<file path="src/rtl/mdio_responder_if.sv">
// Pin and fabric bundle of the Clause-22 MDIO responder; slave = responder, master = initiator/fabric side.
interface mdio_responder_if;
  logic        mdc_in;
  logic        mdio_in;
  logic        mdio_out;
  logic        mdio_en;
  logic [15:0] status_in;
  logic [15:0] ctrl_out;
  logic        wr_strobe;
  logic [4:0]  wr_addr;
  logic [15:0] wr_data;
  logic        frame_err;
  logic        busy;
  logic [2:0]  dbg_state;

  // wr_strobe is a valid-only, one-clk event with no ready: wr_addr/wr_data are
  // meaningful exactly on that cycle and the consumer must take them then.
  modport master (
    output mdc_in, mdio_in, status_in,
    input  mdio_out, mdio_en, ctrl_out, wr_strobe, wr_addr, wr_data, frame_err, busy, dbg_state
  );
  modport slave (
    input  mdc_in, mdio_in, status_in,
    output mdio_out, mdio_en, ctrl_out, wr_strobe, wr_addr, wr_data, frame_err, busy, dbg_state
  );
endinterface

</file>
<file path="src/rtl/mdio_responder.sv">
// Clause-22 MDIO PHY-side responder with a small register file.
// Optional: MDIO_PREAMBLE_SUPPRESS_EN allows 1-bit preamble after a valid frame.
module mdio_responder #(
  parameter logic [4:0]  PHY_ADDR      = 5'd1,
  parameter int          NREGS         = 8,
  parameter logic [15:0] PHY_ID1       = 16'h0022,
  parameter logic [15:0] PHY_ID2       = 16'h1560,
  parameter int          PREAMBLE_BITS = 32,
  parameter int          TIMEOUT       = 4096
) (
  input logic             clk,
  input logic             rst,
  mdio_responder_if.slave bus
);
  typedef enum logic [2:0] {S_HUNT, S_HDR, S_READ, S_WRITE, S_IGNORE} state_t;

  localparam int PW = $clog2(PREAMBLE_BITS + 1);
  localparam int TW = $clog2(TIMEOUT + 1);
  localparam int IW = (NREGS > 1) ? $clog2(NREGS) : 1;

  state_t        state_q, state_d;
  logic          mdc_s1_q, mdc_s2_q, mdc_prev_q, mdio_s1_q, mdio_s2_q;
  logic [PW-1:0] pre_q;
  logic [TW-1:0] tmr_q;
  logic [4:0]    bit_q;
  logic [11:0]   hdr_q;
  logic [4:0]    regad_q;
  logic [15:0]   rdata_q;
  logic [14:0]   wsh_q;
  logic          ta_ok_q;
  logic          mdio_out_q, mdio_en_q, wr_strobe_q, frame_err_q;
  logic [4:0]    wr_addr_q;
  logic [15:0]   wr_data_q;
  logic [15:0]   regs_q [NREGS];

  logic          rise, mdio_s, hdr_done, hdr_bad, last_bit, timeout;
  logic [12:0]   hdr_full;
  logic [15:0]   wdata_full, rd_mux;
  logic          busy_c, frame_err_d, wr_fire;
  logic [PW-1:0] need;

`ifdef MDIO_PREAMBLE_SUPPRESS_EN
  logic supp_q;
  assign need = supp_q ? PW'(1) : PW'(PREAMBLE_BITS);

  always_ff @(posedge clk or posedge rst) begin
    if (rst)              supp_q <= 1'b0;
    else if (frame_err_d) supp_q <= 1'b0;
    else if (wr_fire || (state_q == S_READ && last_bit)) supp_q <= 1'b1;
  end
`else
  assign need = PW'(PREAMBLE_BITS);
`endif

  assign rise       = mdc_s2_q & ~mdc_prev_q;
  assign mdio_s     = mdio_s2_q;
  // {ST bit 1, OP[1:0], PHYAD[4:0], REGAD[4:0]} as of the bit-13 edge
  assign hdr_full   = {hdr_q, mdio_s};
  assign hdr_bad    = !hdr_full[12] || (hdr_full[11:10] == 2'b00) || (hdr_full[11:10] == 2'b11);
  assign hdr_done   = rise && (state_q == S_HDR) && (bit_q == 5'd13);
  assign last_bit   = rise && (bit_q == 5'd31);
  assign timeout    = (state_q != S_HUNT) && !rise && (tmr_q == TW'(TIMEOUT - 1));
  assign wdata_full = {wsh_q, mdio_s};

  always_comb begin
    rd_mux = 16'h0000;
    if (int'(hdr_full[4:0]) < NREGS) rd_mux = regs_q[hdr_full[IW-1:0]];
    case (hdr_full[4:0])
      5'd1:    rd_mux = bus.status_in;
      5'd2:    rd_mux = PHY_ID1;
      5'd3:    rd_mux = PHY_ID2;
      default: ;
    endcase
  end

  always_ff @(posedge clk or posedge rst) begin
    if (rst) state_q <= S_HUNT;
    else     state_q <= state_d;
  end

  always_comb begin
    state_d = state_q;
    case (state_q)
      S_HUNT: if (rise && !mdio_s && (pre_q >= need)) state_d = S_HDR;
      S_HDR: begin
        if (timeout) state_d = S_HUNT;
        else if (hdr_done) begin
          if (hdr_bad)                        state_d = S_HUNT;
          else if (hdr_full[9:5] != PHY_ADDR) state_d = S_IGNORE;
          else if (hdr_full[11:10] == 2'b10)  state_d = S_READ;
          else                                state_d = S_WRITE;
        end
      end
      default: if (timeout || last_bit) state_d = S_HUNT;
    endcase
  end

  always_comb begin
    busy_c      = (state_q != S_HUNT);
    wr_fire     = (state_q == S_WRITE) && last_bit && ta_ok_q;
    frame_err_d = timeout || (hdr_done && hdr_bad) ||
                  ((state_q == S_WRITE) && last_bit && !ta_ok_q);
  end

  always_ff @(posedge clk or posedge rst) begin
    if (rst) begin
      mdc_s1_q <= 1'b0; mdc_s2_q <= 1'b0; mdc_prev_q <= 1'b0;
      mdio_s1_q <= 1'b0; mdio_s2_q <= 1'b0;
      pre_q <= '0; tmr_q <= '0; bit_q <= 5'd1; hdr_q <= '0; regad_q <= '0;
      rdata_q <= '0; wsh_q <= '0; ta_ok_q <= 1'b0;
      mdio_out_q <= 1'b0; mdio_en_q <= 1'b0; wr_strobe_q <= 1'b0; frame_err_q <= 1'b0;
      wr_addr_q <= '0; wr_data_q <= '0;
      for (int i = 0; i < NREGS; i++) regs_q[i] <= '0;
    end else begin
      mdc_s1_q    <= bus.mdc_in;
      mdc_s2_q    <= mdc_s1_q;
      mdc_prev_q  <= mdc_s2_q;
      mdio_s1_q   <= bus.mdio_in;
      mdio_s2_q   <= mdio_s1_q;
      wr_strobe_q <= wr_fire;
      frame_err_q <= frame_err_d;

      // Count is held at 0 outside HUNT so every frame needs a fresh preamble
      if (state_q != S_HUNT || state_d != S_HUNT) pre_q <= '0;
      else if (rise) pre_q <= !mdio_s ? '0 :
                              (pre_q == PW'(PREAMBLE_BITS)) ? pre_q : pre_q + 1'b1;

      tmr_q <= (state_q == S_HUNT || rise || timeout) ? '0 : tmr_q + 1'b1;

      if (state_q == S_HUNT) bit_q <= 5'd1;
      else if (rise)         bit_q <= bit_q + 1'b1;

      if (state_q == S_HDR && rise) hdr_q <= hdr_full[11:0];
      if (hdr_done) begin
        regad_q <= hdr_full[4:0];
        rdata_q <= rd_mux;
      end

      if (state_q == S_READ && rise) begin
        if (bit_q == 5'd14) begin
          mdio_en_q <= 1'b1; mdio_out_q <= 1'b0;
        end else if (bit_q == 5'd31) begin
          mdio_en_q <= 1'b0; mdio_out_q <= 1'b0;
        end else begin
          mdio_out_q <= rdata_q[15];
          rdata_q    <= {rdata_q[14:0], 1'b0};
        end
      end
      if (timeout) begin
        mdio_en_q <= 1'b0; mdio_out_q <= 1'b0;
      end

      if (state_q == S_WRITE && rise) begin
        if (bit_q == 5'd14)      ta_ok_q <= mdio_s;
        else if (bit_q == 5'd15) ta_ok_q <= ta_ok_q & ~mdio_s;
        else                     wsh_q   <= wdata_full[14:0];
      end

      // Registers 1..3 are read-only views; the strobe still reports the write
      if (wr_fire) begin
        wr_addr_q <= regad_q;
        wr_data_q <= wdata_full;
        for (int i = 0; i < NREGS; i++)
          if (regad_q == 5'(i) && (i == 0 || i >= 4)) regs_q[i] <= wdata_full;
      end
    end
  end

  assign bus.mdio_out  = mdio_out_q;
  assign bus.mdio_en   = mdio_en_q;
  assign bus.ctrl_out  = regs_q[0];
  assign bus.wr_strobe = wr_strobe_q;
  assign bus.wr_addr   = wr_addr_q;
  assign bus.wr_data   = wr_data_q;
  assign bus.frame_err = frame_err_q;
  assign bus.busy      = busy_c;
  assign bus.dbg_state = state_q;
endmodule

</file>
<file path="src/flat_wrapper.sv">
// flat-port wrapper written by rule: the top's interface ports become plain ports
module mdio_responder_flat 
#(
  parameter logic [4:0]  PHY_ADDR      = 5'd1,
  parameter int          NREGS         = 8,
  parameter logic [15:0] PHY_ID1       = 16'h0022,
  parameter logic [15:0] PHY_ID2       = 16'h1560,
  parameter int          PREAMBLE_BITS = 32,
  parameter int          TIMEOUT       = 4096
)
  (clk, rst, bus_mdc_in, bus_mdio_in, bus_status_in, bus_mdio_out, bus_mdio_en, bus_ctrl_out, bus_wr_strobe, bus_wr_addr, bus_wr_data, bus_frame_err, bus_busy, bus_dbg_state);
  mdio_responder_if bus_i ();
  input logic clk;
  input logic rst;
  input wire logic [$bits(bus_i.mdc_in)-1:0] bus_mdc_in;
  input wire logic [$bits(bus_i.mdio_in)-1:0] bus_mdio_in;
  input wire logic [$bits(bus_i.status_in)-1:0] bus_status_in;
  output wire logic [$bits(bus_i.mdio_out)-1:0] bus_mdio_out;
  output wire logic [$bits(bus_i.mdio_en)-1:0] bus_mdio_en;
  output wire logic [$bits(bus_i.ctrl_out)-1:0] bus_ctrl_out;
  output wire logic [$bits(bus_i.wr_strobe)-1:0] bus_wr_strobe;
  output wire logic [$bits(bus_i.wr_addr)-1:0] bus_wr_addr;
  output wire logic [$bits(bus_i.wr_data)-1:0] bus_wr_data;
  output wire logic [$bits(bus_i.frame_err)-1:0] bus_frame_err;
  output wire logic [$bits(bus_i.busy)-1:0] bus_busy;
  output wire logic [$bits(bus_i.dbg_state)-1:0] bus_dbg_state;
  assign bus_i.mdc_in = bus_mdc_in;
  assign bus_i.mdio_in = bus_mdio_in;
  assign bus_i.status_in = bus_status_in;
  assign bus_mdio_out = bus_i.mdio_out;
  assign bus_mdio_en = bus_i.mdio_en;
  assign bus_ctrl_out = bus_i.ctrl_out;
  assign bus_wr_strobe = bus_i.wr_strobe;
  assign bus_wr_addr = bus_i.wr_addr;
  assign bus_wr_data = bus_i.wr_data;
  assign bus_frame_err = bus_i.frame_err;
  assign bus_busy = bus_i.busy;
  assign bus_dbg_state = bus_i.dbg_state;
  mdio_responder #(.PHY_ADDR(PHY_ADDR), .NREGS(NREGS), .PHY_ID1(PHY_ID1), .PHY_ID2(PHY_ID2), .PREAMBLE_BITS(PREAMBLE_BITS), .TIMEOUT(TIMEOUT)) u_core (.clk(clk), .rst(rst), .bus(bus_i));
endmodule
</file>
<file path="config.mk">
export PLATFORM = sky130hd
export DESIGN_NAME = mdio_responder_flat
export DESIGN_NICKNAME = d
export VERILOG_FILES = /design/src/rtl/mdio_responder_if.sv /design/src/rtl/mdio_responder.sv /design/src/flat_wrapper.sv
export SDC_FILE = /design/constraint.sdc
export NUM_CORES = 1
export LEC_CHECK = 0
export CORE_MARGIN = 5
export CORE_UTILIZATION = 40
export CTS_BUF_LIST = sky130_fd_sc_hd__clkbuf_8 sky130_fd_sc_hd__clkbuf_16
export CTS_CLUSTER_SIZE = 24
export DETAILED_ROUTE_END_ITERATION = 10
export HOLD_SLACK_MARGIN = 0.08
export PLACE_DENSITY = 0.64
export SLEW_MARGIN = 40
export SYNTH_ARGS = -nofsm -noshare
export SYNTH_HDL_FRONTEND = slang
export SYNTH_SLANG_ARGS = --single-unit
</file>
<file path="constraint.sdc">
create_clock -name clk -period 6.74 [get_ports clk]
set_input_delay 1.348 -clock clk [delete_from_list [all_inputs] [get_ports clk]]
set_output_delay 1.348 -clock clk [all_outputs]
set_load 0.01 [all_outputs]
</file>
==> results.md, run 1 <==
Route:
- After detailed routing, the average wire length per cell comes to 19.0 um.
- In the routed design, unresolved DRC markers number 0.
- In this run the remaining antenna-violating nets after routing total 0.
- Before antenna repair, the detailed router went through 5 iterations.
- The iteration-0 DRC count of the detailed router is 239.
- Summed over all layers, the routed wires come to 19.1 mm.
- The count of vias placed by the detailed router is 5464.
- In the routed layout, each cell is associated on average with a via count of 5.44.

Global routing:
- The met1 track utilization from global routing is 21.7%.
- The via count of the first global-routing pass came to 5901.
- The wire length of the first global-routing pass is 31.4 mm.
- Global routing consumed, on the met3 layer, 3.41% of the routing resources.
- The largest net degree at the start of global routing is 131.
- After global routing, the most crowded layer is met2.
- For this run the aggregate overflow at the end of global routing stands at 0.
- The overall routing resource usage is 16.4%.
- Global routing consumed, on the met2 layer, 27.2% of the routing resources.
- The number of antenna violations at the first check in global routing came to 0.

Worst setup path:
- The worst setup path is captured at an output port.
- The launching element type of the critical path is a register.
- The signal on the critical path passes through nor3_1, inv_1, clkdlybuf4s50_1.
- The classification of the worst setup path is register to output port.
- On the worst path, the slowest cell contributes a delay of 0.64 ns.
- STA puts the critical path data arrival time at 2.31 ns.
- The worst reg2reg path startpoint is u_core.bit_q[0].
- The setup slack of the worst register-to-register path is 3.77 ns.
- The cell at the slowest stage of the critical path is sky130_fd_sc_hd__nor3_1.
- The critical path contains buffers and inverters numbering 2 combined.
- In this run the worst path has a maximum fanout of 8.
- STA puts the critical path data required time at 5.39 ns.
- The family with the most delay on the worst path is buffers and inverters.
- The endpoint identified for the worst register-to-register timing path is u_core.regs_q[21].
- For the worst flop-to-flop path, the logic depth is 8.

Layout:
- The area growth from synthesis to layout is 16.9%.
- Leaving out fill and tap cells, the most frequent cell in the layout is sky130_fd_sc_hd__dfrtp_1.
- The cell area after layout is 0.0100 mm2.
- The sequential cell area is 0.00466 mm2.
- Leaving out fill and tap cells, the most frequent cells in the layout are sky130_fd_sc_hd__dfrtp_1, sky130_fd_sc_hd__mux2_2, sky130_fd_sc_hd__clkdlybuf4s50_1, sky130_fd_sc_hd__nor2_1, sky130_fd_sc_hd__nand2_1.
- The number of antenna diodes is 0.
- The final net count is 745.
- Fill cells in the final layout number 1831.
- Cells with a size suffix above 1 make up 28.4% of the layout.
- Summing all multi-input logic gate instances after layout gives 0.00357 mm2.
- Measured on the finished design, the core utilization comes to 47.6%.

Timing:
- The final number of setup-violating endpoints is 0.
- Clock skew on the completed layout was measured at 0.0128 ns.
- The total count of hold-check failures in the final report came to 0.
- Setup repair after global routing left no endpoint under its margin.
- The maximum achievable frequency is 0.273 GHz.
- The transition time at the pin with the least slew margin is 0.753 ns.
- For the final routed database, the setup TNS stands at 0 ns.
- The minimum period implied by the final worst setup slack is 3.66 ns.
- The final period utilization is 54.3%.
- The relative slew slack is 49.8%.
- The total count of max-transition violations in the final report came to 0.

Clock network:
- The H-tree depth is 4.
- The total setup buffers inserted after CTS is 0.
- The tree is rooted in a sky130_fd_sc_hd__clkbuf_16.
- The number of buffers inserted during clock tree synthesis is 17.
- The total clock sinks is 186.
- The clock passes through at most 2 buffers.
- The clock insertion delay at the later pin of the skew report is 0.43 ns.
- The clock input transition at the sequential cells of the worst setup and hold paths is 0.07 ns.
- The number of cells upsized or downsized after cts is 0.
- The hold buffer count at CTS is 0.
- TritonCTS built the clock tree.

Floorplanning:
- The starting density of the core is 40.7%.
- The total core area is 0.0210 mm2.
- In this run the core area contains 53 standard-cell rows.
- Pin placement for this block handled 65 I/O pins.
- The floorplan step set the die width to 156 um.
- The overall die area is 0.0244 mm2.
- The vertical extent of the die is 156 um.

Hold path:
- The destination of the worst hold path is u_core.mdio_s.
- In this run the most critical hold path is launched from u_core.mdio_s1_q.
- The worst hold path passes through 0 cells.
- The path class of the lowest-slack min-delay path is register to register.

Placed design:
- Once detailed placement completed, the half-perimeter wirelength came to 12.2 mm.
- Port buffering added 64 buffers.
- The placer congestion estimate is 0.831.
- The placed instances occupy a cell area of 0.00938 mm2.

Power:
- The overall power after layout is 2.27 mW.
- Across the VDD grid, the largest voltage drop is 167 uV.
- The power density over cell area is 227 mW/mm2.
- Summed over all cells, the static leakage comes to 4.50 nW.

Logic synthesis:
- Of the synthesized area, sequential elements account for 54.5%.
- Yosys attributes the largest share of cell area to sky130_fd_sc_hd__dfrtp_1, sky130_fd_sc_hd__mux2_2, sky130_fd_sc_hd__mux4_2.
- In this run, distinct cell masters in the synthesized netlist total 57.
- The cell area that synthesis handed to floorplanning was 0.00855 mm2.
- In this run the mean area of a mapped cell was 12.7 um2.
- In the synthesized netlist the dominant register cell turns out to be sky130_fd_sc_hd__dfrtp_1.
- The fraction of post-synthesis cell area in the top cell type by area is 54.1%.
- For this run, asynchronously set or reset flops after synthesis account for 100%.
- Synthesis handed over a netlist of 674 instances.
- The count of warnings emitted by yosys is 48.
- The post-synth net total is 702.
- After synthesis the netlist holds a flip-flop and latch count of 186.
- In this run, synthesis inferred 0 flip-flops with an integrated enable.
- The cell type with the highest aggregate area in the netlist is sky130_fd_sc_hd__dfrtp_1.

Run status:
- The flow ran to the end, and the final reports show no timing, DRC or antenna violations.

Flow run:
- The number of maximum-capacitance constraint violations is 0.
-- power breakdown --
part | total [mW] | internal [mW] | switching [mW]
Sequential | 1.14 | 1.13 | 0.0116
Clock | 1.04 | 0.607 | 0.431
Combinational | 0.0905 | 0.0367 | 0.0538
-- worst max path at each step --
stage                            startpoint                      to  slack [ns]  depth (start not counted)
global route        u_core.bus.dbg_state[2]                bus_busy        2.92                          3
CTS                 u_core.bus.dbg_state[2]                bus_busy        3.06                          3
detailed placement                      rst        u_core.wsh_q[13]        3.51                          3
global placement                        rst  u_core.bus.wr_data[13]        3.45                          3
floorplan                               rst         u_core.bit_q[1]        0.34                          1
finish              u_core.bus.dbg_state[2]                bus_busy        3.08                          3
-- worst reg2reg max path, stage by stage (launching register included) --
cell and delay [ns]:
sky130_fd_sc_hd__dfstp_2 0.58, sky130_fd_sc_hd__ha_1 0.18, sky130_fd_sc_hd__and3_1 0.19, sky130_fd_sc_hd__ha_1 0.26, sky130_fd_sc_hd__inv_1 0.08, sky130_fd_sc_hd__or4b_4 0.61, sky130_fd_sc_hd__nor4_4 0.22, sky130_fd_sc_hd__buf_4 0.34
sky130_fd_sc_hd__mux2_2 0.40
-- Yosys cell counts, types with 6 or more instances --
library cell                number
sky130_fd_sc_hd__a21oi_1         6
sky130_fd_sc_hd__dfrtp_1       185
sky130_fd_sc_hd__nand3_1        13
sky130_fd_sc_hd__xnor2_1         9
sky130_fd_sc_hd__nor2_1         46
sky130_fd_sc_hd__o21ai_0        13
sky130_fd_sc_hd__ha_1            8
sky130_fd_sc_hd__nand2_1        43
sky130_fd_sc_hd__mux4_2         13
sky130_fd_sc_hd__mux2_2        121
sky130_fd_sc_hd__inv_1          13
sky130_fd_sc_hd__clkbuf_1       22
sky130_fd_sc_hd__nor3_1          8
sky130_fd_sc_hd__mux2_4         10
sky130_fd_sc_hd__xor2_1          9
sky130_fd_sc_hd__a2111oi_0      14
sky130_fd_sc_hd__buf_4          19
sky130_fd_sc_hd__and3_1         15
sky130_fd_sc_hd__o31ai_1        15
sky130_fd_sc_hd__nand4_1         9
sky130_fd_sc_hd__and2_1         10
-- per-layer routing --
layer / wire length (um) / part of all wire, %
met1: 8680 / 45
met2: 9330 / 49
met3: 764 / 4.0
met4: 338 / 1.8
met5: 0 / 0
-- kinds of logic after synthesis --
kind of cell | count (synthesis) | share of synthesized area, %
compound gates | 65 | 5.41
buf+inv | 67 | 4.21
flops | 186 | 54.5
fa+ha+maj | 8 | 1.17
mux | 146 | 21.4
simple gates | 184 | 11.5
xor+xnor | 18 | 1.84
-- layout make-up --
type	count	share of cell area [%]
flip-flops and latches	186	46.6
multi-input cells	421	35.7
repair buffers	78	7.46
clock buffers	19	4.53
well taps	275	3.44
clock inverters	13	1.68
inverters	13	0.613
-- per-stage QoR --
step,hold WS [ns],setup WS (ns),std cells
after floorplan,0.331,0.337,674
after detailed placement,0.346,3.51,973
after global placement,0.333,3.45,973
after global routing,0.370,2.92,1005
final,0.358,3.08,1005
after CTS,0.362,3.06,1005
-- flip-flops by register name, summed over array words and instances (netlist names) --
signal / count
u_core.bus.wr_strobe: 1
u_core.pre_q: 6
u_core.bus.wr_data: 16
u_core.bus.frame_err: 1
u_core.mdc_prev_q: 1
u_core.mdio_s: 1
u_core.bus.dbg_state: 3
u_core.mdc_s1_q: 1
u_core.mdio_s1_q: 1
u_core.hdr_q: 12
u_core.bus.wr_addr: 5
u_core.tmr_q: 13
u_core.mdc_s2_q: 1
u_core.bus.ctrl_out: 16
u_core.ta_ok_q: 1
u_core.bus.mdio_out: 1
u_core.regad_q: 5
u_core.rdata_q: 16
u_core.bus.mdio_en: 1
u_core.regs_q: 64
u_core.bit_q: 5
u_core.wsh_q: 15
No activity file was read; power rests on OpenSTA's default activity.
==> run 2: changes to the inputs <==
==> constraint.sdc (replaced) <==
create_clock -name clk -period 3.1 [get_ports clk]
set_input_delay 0.62 -clock clk [delete_from_list [all_inputs] [get_ports clk]]
set_output_delay 0.62 -clock clk [all_outputs]
set_load 0.01 [all_outputs]
==> results.md, run 2 (synthesis gave the netlist of run 1 again) <==
Clock network:
- Clock latency on the worst-skew pair, taken at its later pin, is 0.43 ns.
- TritonCTS built the clock tree.
- Post-CTS repair changed the size of 0 cells.
- The number of buffers inserted during clock tree synthesis is 17.
- The clock input transition at the sequential cells of the worst setup and hold paths is 0.07 ns.
- The hold buffer count at CTS is 0.
- The deepest clock path buffer count is 2.
- The H-tree was split into 4 levels.
- Post-CTS timing repair inserted 0 buffers for setup.
- The cell at the root of the clock tree is sky130_fd_sc_hd__clkbuf_16.
- Clock tree synthesis found a total of 186 sinks.

Power:
- In this run, the combinational gates consume 4.1% of the power.
- Registers are responsible for 49.4% of the overall power.
- The worst-case IR drop observed on VDD is 343 uV.
- The clock network accounts for 46.5% of the total power.
- The switching power is 1.10 mW.
- The switching part of the total power is 21.9%.
- The overall power after layout is 5.02 mW.
- The cell-internal power is 3.92 mW.
- The power density over cell area is 495 mW/mm2.
- The cell leakage power is 4.57 nW.

Layout:
- The layout has 1817 filler cells.
- The sequential cell area is 0.00466 mm2.
- The total area of multi-input combinational cells is 0.00355 mm2.
- In the final layout, the share of cells above drive strength 1 is 29.0%.
- The cell area after layout is 0.0101 mm2.
- The relative area change from synthesis to final layout is 18.6%.
- The final net count is 756.
- The number of flip-flops under the largest register name is 64.
- The top register by number of flip-flops is u_core.regs_q.
- The final design utilization is 48.2%.
- In the layout the commonest cells are sky130_fd_sc_hd__dfrtp_1, sky130_fd_sc_hd__mux2_2, sky130_fd_sc_hd__clkdlybuf4s50_1, sky130_fd_sc_hd__nor2_1, sky130_fd_sc_hd__nand2_1.
- The post-layout instance count excluding filler cells is 1014.
- The library cell used most frequently in the layout, excluding fill and tap cells, is sky130_fd_sc_hd__dfrtp_1.
- The number of antenna diodes is 0.

Timing:
- Setup violations remaining at the end of the flow were counted as 0.
- The relative slew slack is 48.4%.
- The total count of max-transition violations in the final report is 0.
- In the post-route analysis, the smallest setup slack over all paths is 0.146 ns.
- For this run, the top clock speed supported by timing is 0.339 GHz.
- Setup repair after global routing left no endpoint under its margin.
- Across all hold checks on the routed design, the worst slack comes to 0.354 ns.
- The final period utilization is 95.3%.
- Subtracting the final worst setup slack from the clock period gives 2.95 ns.
- The final total negative setup slack is 0 ns.
- For the final database, setup skew stands at 0.00837 ns.
- For the pin with the worst max-slew slack, the measured transition is 0.768 ns.
- The total count of hold-check failures in the final report is 0.

Run status:
- The run finished with clean final reports.

Worst setup path:
- Data on the critical path arrives at its endpoint at 3.26 ns.
- The setup path with the least slack is of type register to register.
- The top fanout value on the critical path is 16.
- The setup slack of the worst register-to-register path is 0.15 ns.
- The worst setup path is captured at a register.
- At the worst endpoint, the required time is 3.41 ns.
- The launching element type of the critical path is a register.
- The worst-case reg-to-reg path depth is 7.

Global routing:
- The wire length of the first global-routing pass is 31.9 mm.
- The via count of the first global-routing pass is 5877.
- Global routing used 16.8% of the available tracks across all layers.
- The number of antenna violations at the first check in global routing is 0.
- The total global routing overflow is 0.
- Entering global routing, the biggest net connects 115 pins.

Hold path:
- The worst hold path was traced through 0 stages.
- The tightest min-delay check is of the register to register type.

Floorplanning:
- The placement row count is 53.
- The die is 156 um tall.
- After floorplanning, the core was sized to cover 0.0210 mm2.
- The number of top-level pins is 65.
- The die is 156 um wide.
- Once the floorplan was initialized, standard cells occupied 40.7% of the core.
- The die covers 0.0244 mm2.

Placed design:
- The placer congestion estimate is 0.865.
- The cell count after placement is 984.
- The total cell area at the placement stage is 0.00951 mm2.
- The detailed placement HPWL is 12.9 mm.
- At the placement stage, the worst setup path has a slack of 0.200 ns.
- The count of buffers from port buffering is 64.

Route:
- The post-detailed-route count of antenna-violating nets is 0.
- The number of remaining DRC errors is 0.
- The iteration-0 DRC count of the detailed router is 264.
- The first-pass iteration count of the detailed router is 5.
- The routed wire length is 19.6 mm.
- The post-detailed-route via-to-cell ratio is 5.45.
- The mean routed wirelength per cell is 19.3 um.
- The count of vias placed by the detailed router is 5526.

Flow run:
- The number of maximum-capacitance constraint violations is 0.
-- run 2: cell count changes in the layout (fill, tap and decap cells not counted), sizes merged --
cell	delta
bufinv	+1
buf	+11
inv	+2
clkbuf	-1
clkinvlp	+1
clkinv	-5
-- run 2: critical path, cell delays in order, from the launching register on --
cell                      delay [ns]
sky130_fd_sc_hd__dfstp_2        0.58
sky130_fd_sc_hd__ha_1           0.18
sky130_fd_sc_hd__and3_1         0.20
sky130_fd_sc_hd__ha_1           0.27
sky130_fd_sc_hd__inv_1          0.10
sky130_fd_sc_hd__or4b_4         0.61
sky130_fd_sc_hd__or3_4          0.56
sky130_fd_sc_hd__mux2_4         0.34
-- run 2: layer usage --
layer  share of wire (%)  GRT usage [%]  up-vias
li1                    -              -     2508
met1                  45           22.8     2874
met2                  49           27.0      122
met3                 4.8           4.11       22
met4                 1.4           4.83        0
met5                   0              0        -
-- run 2: worst paths after layout --
| kind | startpoint | endpoint |
|---|---|---|
| setup reg to reg | u_core.bit_q[0] | u_core.bus.ctrl_out[0] |
| setup / recovery | u_core.bit_q[0] | u_core.bus.ctrl_out[0] |
| hold reg to reg | u_core.mdio_s1_q | u_core.mdio_s |
| hold / removal | u_core.mdio_s1_q | u_core.mdio_s |
| max in group asynchronous | rst | u_core.bus.ctrl_out[3] |
| min in group asynchronous | rst | u_core.rdata_q[15] |
-- run 2: final cells by class --
class,count,share of cell area [%]
Clock buffer,18,4.33
Clock inverter,12,1.88
Inverter,13,0.518
Multi-Input combinational cell,421,35.0
Sequential cell,186,45.9
Tap cell,275,3.39
Timing Repair Buffer,89,8.91
-- run 2: power by group through the flow --
stage | Clock [mW] | Sequential [mW] | Combinational (mW)
floorplan | 0 | 2.52 | 0.129
global placement | 0 | 2.52 | 0.199
detailed placement | 0 | 2.52 | 0.208
CTS | 2.38 | 2.48 | 0.208
global route | 2.49 | 2.48 | 0.227
finish | 2.33 | 2.48 | 0.204
==> run 3: changes to the inputs <==
--- a/config.mk
+++ b/config.mk
@@ -12,6 +12,7 @@
 export DETAILED_ROUTE_END_ITERATION = 10
 export HOLD_SLACK_MARGIN = 0.08
 export PLACE_DENSITY = 0.64
+export SETUP_SLACK_MARGIN = 0.15
 export SLEW_MARGIN = 40
 export SYNTH_ARGS = -nofsm -noshare
 export SYNTH_HDL_FRONTEND = slang
==> results.md, run 3 (synthesis gave the netlist of run 1 again) <==
Clock network:
- After clock tree synthesis, the flow added hold-fix buffers numbering 0.
- The total clock sinks is 186.
- The H-tree depth is 4.
- The number of buffers inserted during clock tree synthesis is 17.
- After clock tree synthesis, the clock-pin slew on the worst setup and hold paths is 0.07 ns.
- The number of cells upsized or downsized after cts is 0.
- The CTS tree is yes.
- The total setup buffers inserted after CTS is 0.
- The clock insertion delay at the later pin of the skew report is 0.43 ns.
- The deepest clock path buffer count is 2.
- The cell at the root of the clock tree is sky130_fd_sc_hd__clkbuf_16.

Global routing:
- Summed over all layers, the global routing overflow is 0.
- The wire length of the first global-routing pass is 31.9 mm.
- The via count of the first global-routing pass is 5877.
- Entering global routing, the biggest net connects 115 pins.
- The number of antenna violations at the first check in global routing was 0.
- The overall routing resource usage is 16.8%.

Worst setup path:
- The family with the most delay on the worst path is simple AND/OR/NAND/NOR gates.
- The nature of the critical path endpoint is a register.
- The largest stage delay on the critical path is 0.60 ns.
- Along the worst path, the maximum fanout reaches 16.
- The data required time of the worst path is 3.41 ns.
- The worst setup path is launched from a register.
- The signal on the critical path passes through ha_1, and3_1, ha_2, inv_1, or4b_4, or3_4, mux2_4.
- Data arrives at the worst endpoint at 3.16 ns.
- For this design, the slowest cell found on the critical path is sky130_fd_sc_hd__or4b_4.
- Together, buffers and inverters on the worst path number 1.
- By startpoint and endpoint, the worst setup path is classified as register to register.

Route:
- The post-detailed-route count of antenna-violating nets is 0.
- The first-pass iteration count of the detailed router is 5.
- The routed wire length is 19.6 mm.
- The count of vias placed by the detailed router is 5543.
- The iteration-0 DRC count of the detailed router is 257.
- The post-detailed-route via-to-cell ratio is 5.47.
- The number of remaining DRC errors is 0.
- In the final routed layout, each cell accounts on average for 19.3 um.

Power:
- The power density over cell area is 495 mW/mm2.
- The overall power after layout is 5.01 mW.
- The analysis attributes to cell leakage a power of 4.57 nW.
- In this run switching power makes up 21.9% of total power.
- The analysis attributes to net switching a power of 1.10 mW.
- The worst-case IR drop observed on VDD is 344 uV.
- The register share of total power is 49.5%.
- The internal portion of the total power is 3.92 mW.
- The combinational power share is 4.1%.
- The fraction of power consumed by the clock network is 46.5%.

Floorplanning:
- The floorplan step set the die width to 156 um.
- The placement row count is 53.
- The starting density of the core is 40.7%.
- The overall die area is 0.0244 mm2.
- The number of top-level pins is 65.
- The vertical extent of the die is 156 um.
- The total core area is 0.0210 mm2.

Timing:
- The final period utilization is 91.8%.
- Setup repair after global routing left no endpoint under its margin.
- The final setup skew is 0.00747 ns.
- The tightest hold margin is 0.354 ns.
- Across all setup checks in the final design, the least slack found is 0.254 ns.
- The final number of setup-violating endpoints is 0.
- The worst pin sits at a relative slew slack of 48.0%.
- The transition time at the pin with the least slew margin is 0.774 ns.
- Static timing analysis puts the maximum clock frequency at 0.351 GHz.
- The routed design could run at a clock period as short as 2.85 ns.
- The total count of max-transition violations in the final report was 0.
- In the final timing run, aggregate negative setup slack is 0 ns.
- The total count of hold-check failures in the final report came to 0.

Flow run:
- The number of maximum-capacitance constraint violations is 0.

Run status:
- The flow ran to the end, and the final reports show no timing, DRC or antenna violations.

Placed design:
- The detailed placement HPWL is 12.9 mm.
- The post-placement setup slack is 0.200 ns.
- The placer congestion estimate is 0.865.
- In this run the tool buffered the top-level ports with 64 buffer cells.

Layout:
- The register with the most flip-flops in the layout has 64 of them.
- u_core.regs_q holds more flip-flops than any other register.
- The commonest non-fill, non-tap cell in the layout is sky130_fd_sc_hd__dfrtp_1.
- The post-route netlist has 29.1% of its cells at a drive strength greater than 1.
- The final design utilization is 48.2%.
- The number of antenna diodes is 0.
- In the layout the commonest cells are sky130_fd_sc_hd__dfrtp_1, sky130_fd_sc_hd__mux2_2, sky130_fd_sc_hd__clkdlybuf4s50_1, sky130_fd_sc_hd__nor2_1, sky130_fd_sc_hd__nand2_1.
- The final net count is 756.
- The area growth from synthesis to layout is 18.6%.

Hold path:
- The path class of the lowest-slack min-delay path is register to register.
run 3: changes by cell type in the layout (fill, tap and decap cells not counted):
cell and change:
sky130_fd_sc_hd__ha_2 +1, sky130_fd_sc_hd__ha_1 -1
run 3: layer usage:
metal / wire (um) / up-vias / part of all wire (%) / global-route usage [%]
met1: 8730 / 2876 / 45 / 22.8
met4: 294 / 0 / 1.5 / 4.83
met2: 9530 / 133 / 49 / 27.0
li1: - / 2510 / - / -
met3: 1010 / 24 / 5.2 / 4.11
met5: 0 / - / 0 / 0
run 3: path summary, 6_finish.rpt:
| check | start | end | slack [ns] | depth (start not counted) |
|---|---|---|---|---|
| max | u_core.bit_q[0] | u_core.bus.ctrl_out[0] | 0.25 | 7 |
| min | u_core.mdio_s1_q | u_core.mdio_s | 0.35 | 0 |
| max reg2reg | u_core.bit_q[0] | u_core.bus.ctrl_out[0] | 0.25 | 7 |
| min reg2reg | u_core.mdio_s1_q | u_core.mdio_s | 0.35 | 0 |
| max in group asynchronous | rst | u_core.bus.ctrl_out[3] | 1.87 | 3 |
| min in group asynchronous | rst | u_core.rdata_q[15] | 0.68 | 3 |
run 3: metrics by stage:
| stage | cell area, um2 | instances |
|---|---|---|
| after floorplan | 8550 | 674 |
| final | 10100 | 1014 |
| after global placement | 9510 | 984 |
| after global routing | 10100 | 1014 |
| after detailed placement | 9510 | 984 |
| after CTS | 10100 | 1014 |
run 3: area by class of cell:
cell class | count | area, um2
multi-input cells | 421 | 3550
clock inverters | 12 | 190
fillers | 1817 | 10900
clock buffers | 18 | 439
flip-flops and latches | 186 | 4660
well taps | 275 | 344
repair buffers | 89 | 903
inverters | 13 | 52.6
run 3: power by group through the flow:
| stage | combinational, mW | clock (mW) | sequential (mW) |
|---|---|---|---|
| finish | 0.204 | 2.33 | 2.48 |
| global route | 0.227 | 2.49 | 2.48 |
| CTS | 0.208 | 2.38 | 2.48 |
| detailed placement | 0.208 | 0 | 2.52 |
| global placement | 0.199 | 0 | 2.52 |
| floorplan | 0.129 | 0 | 2.52 |
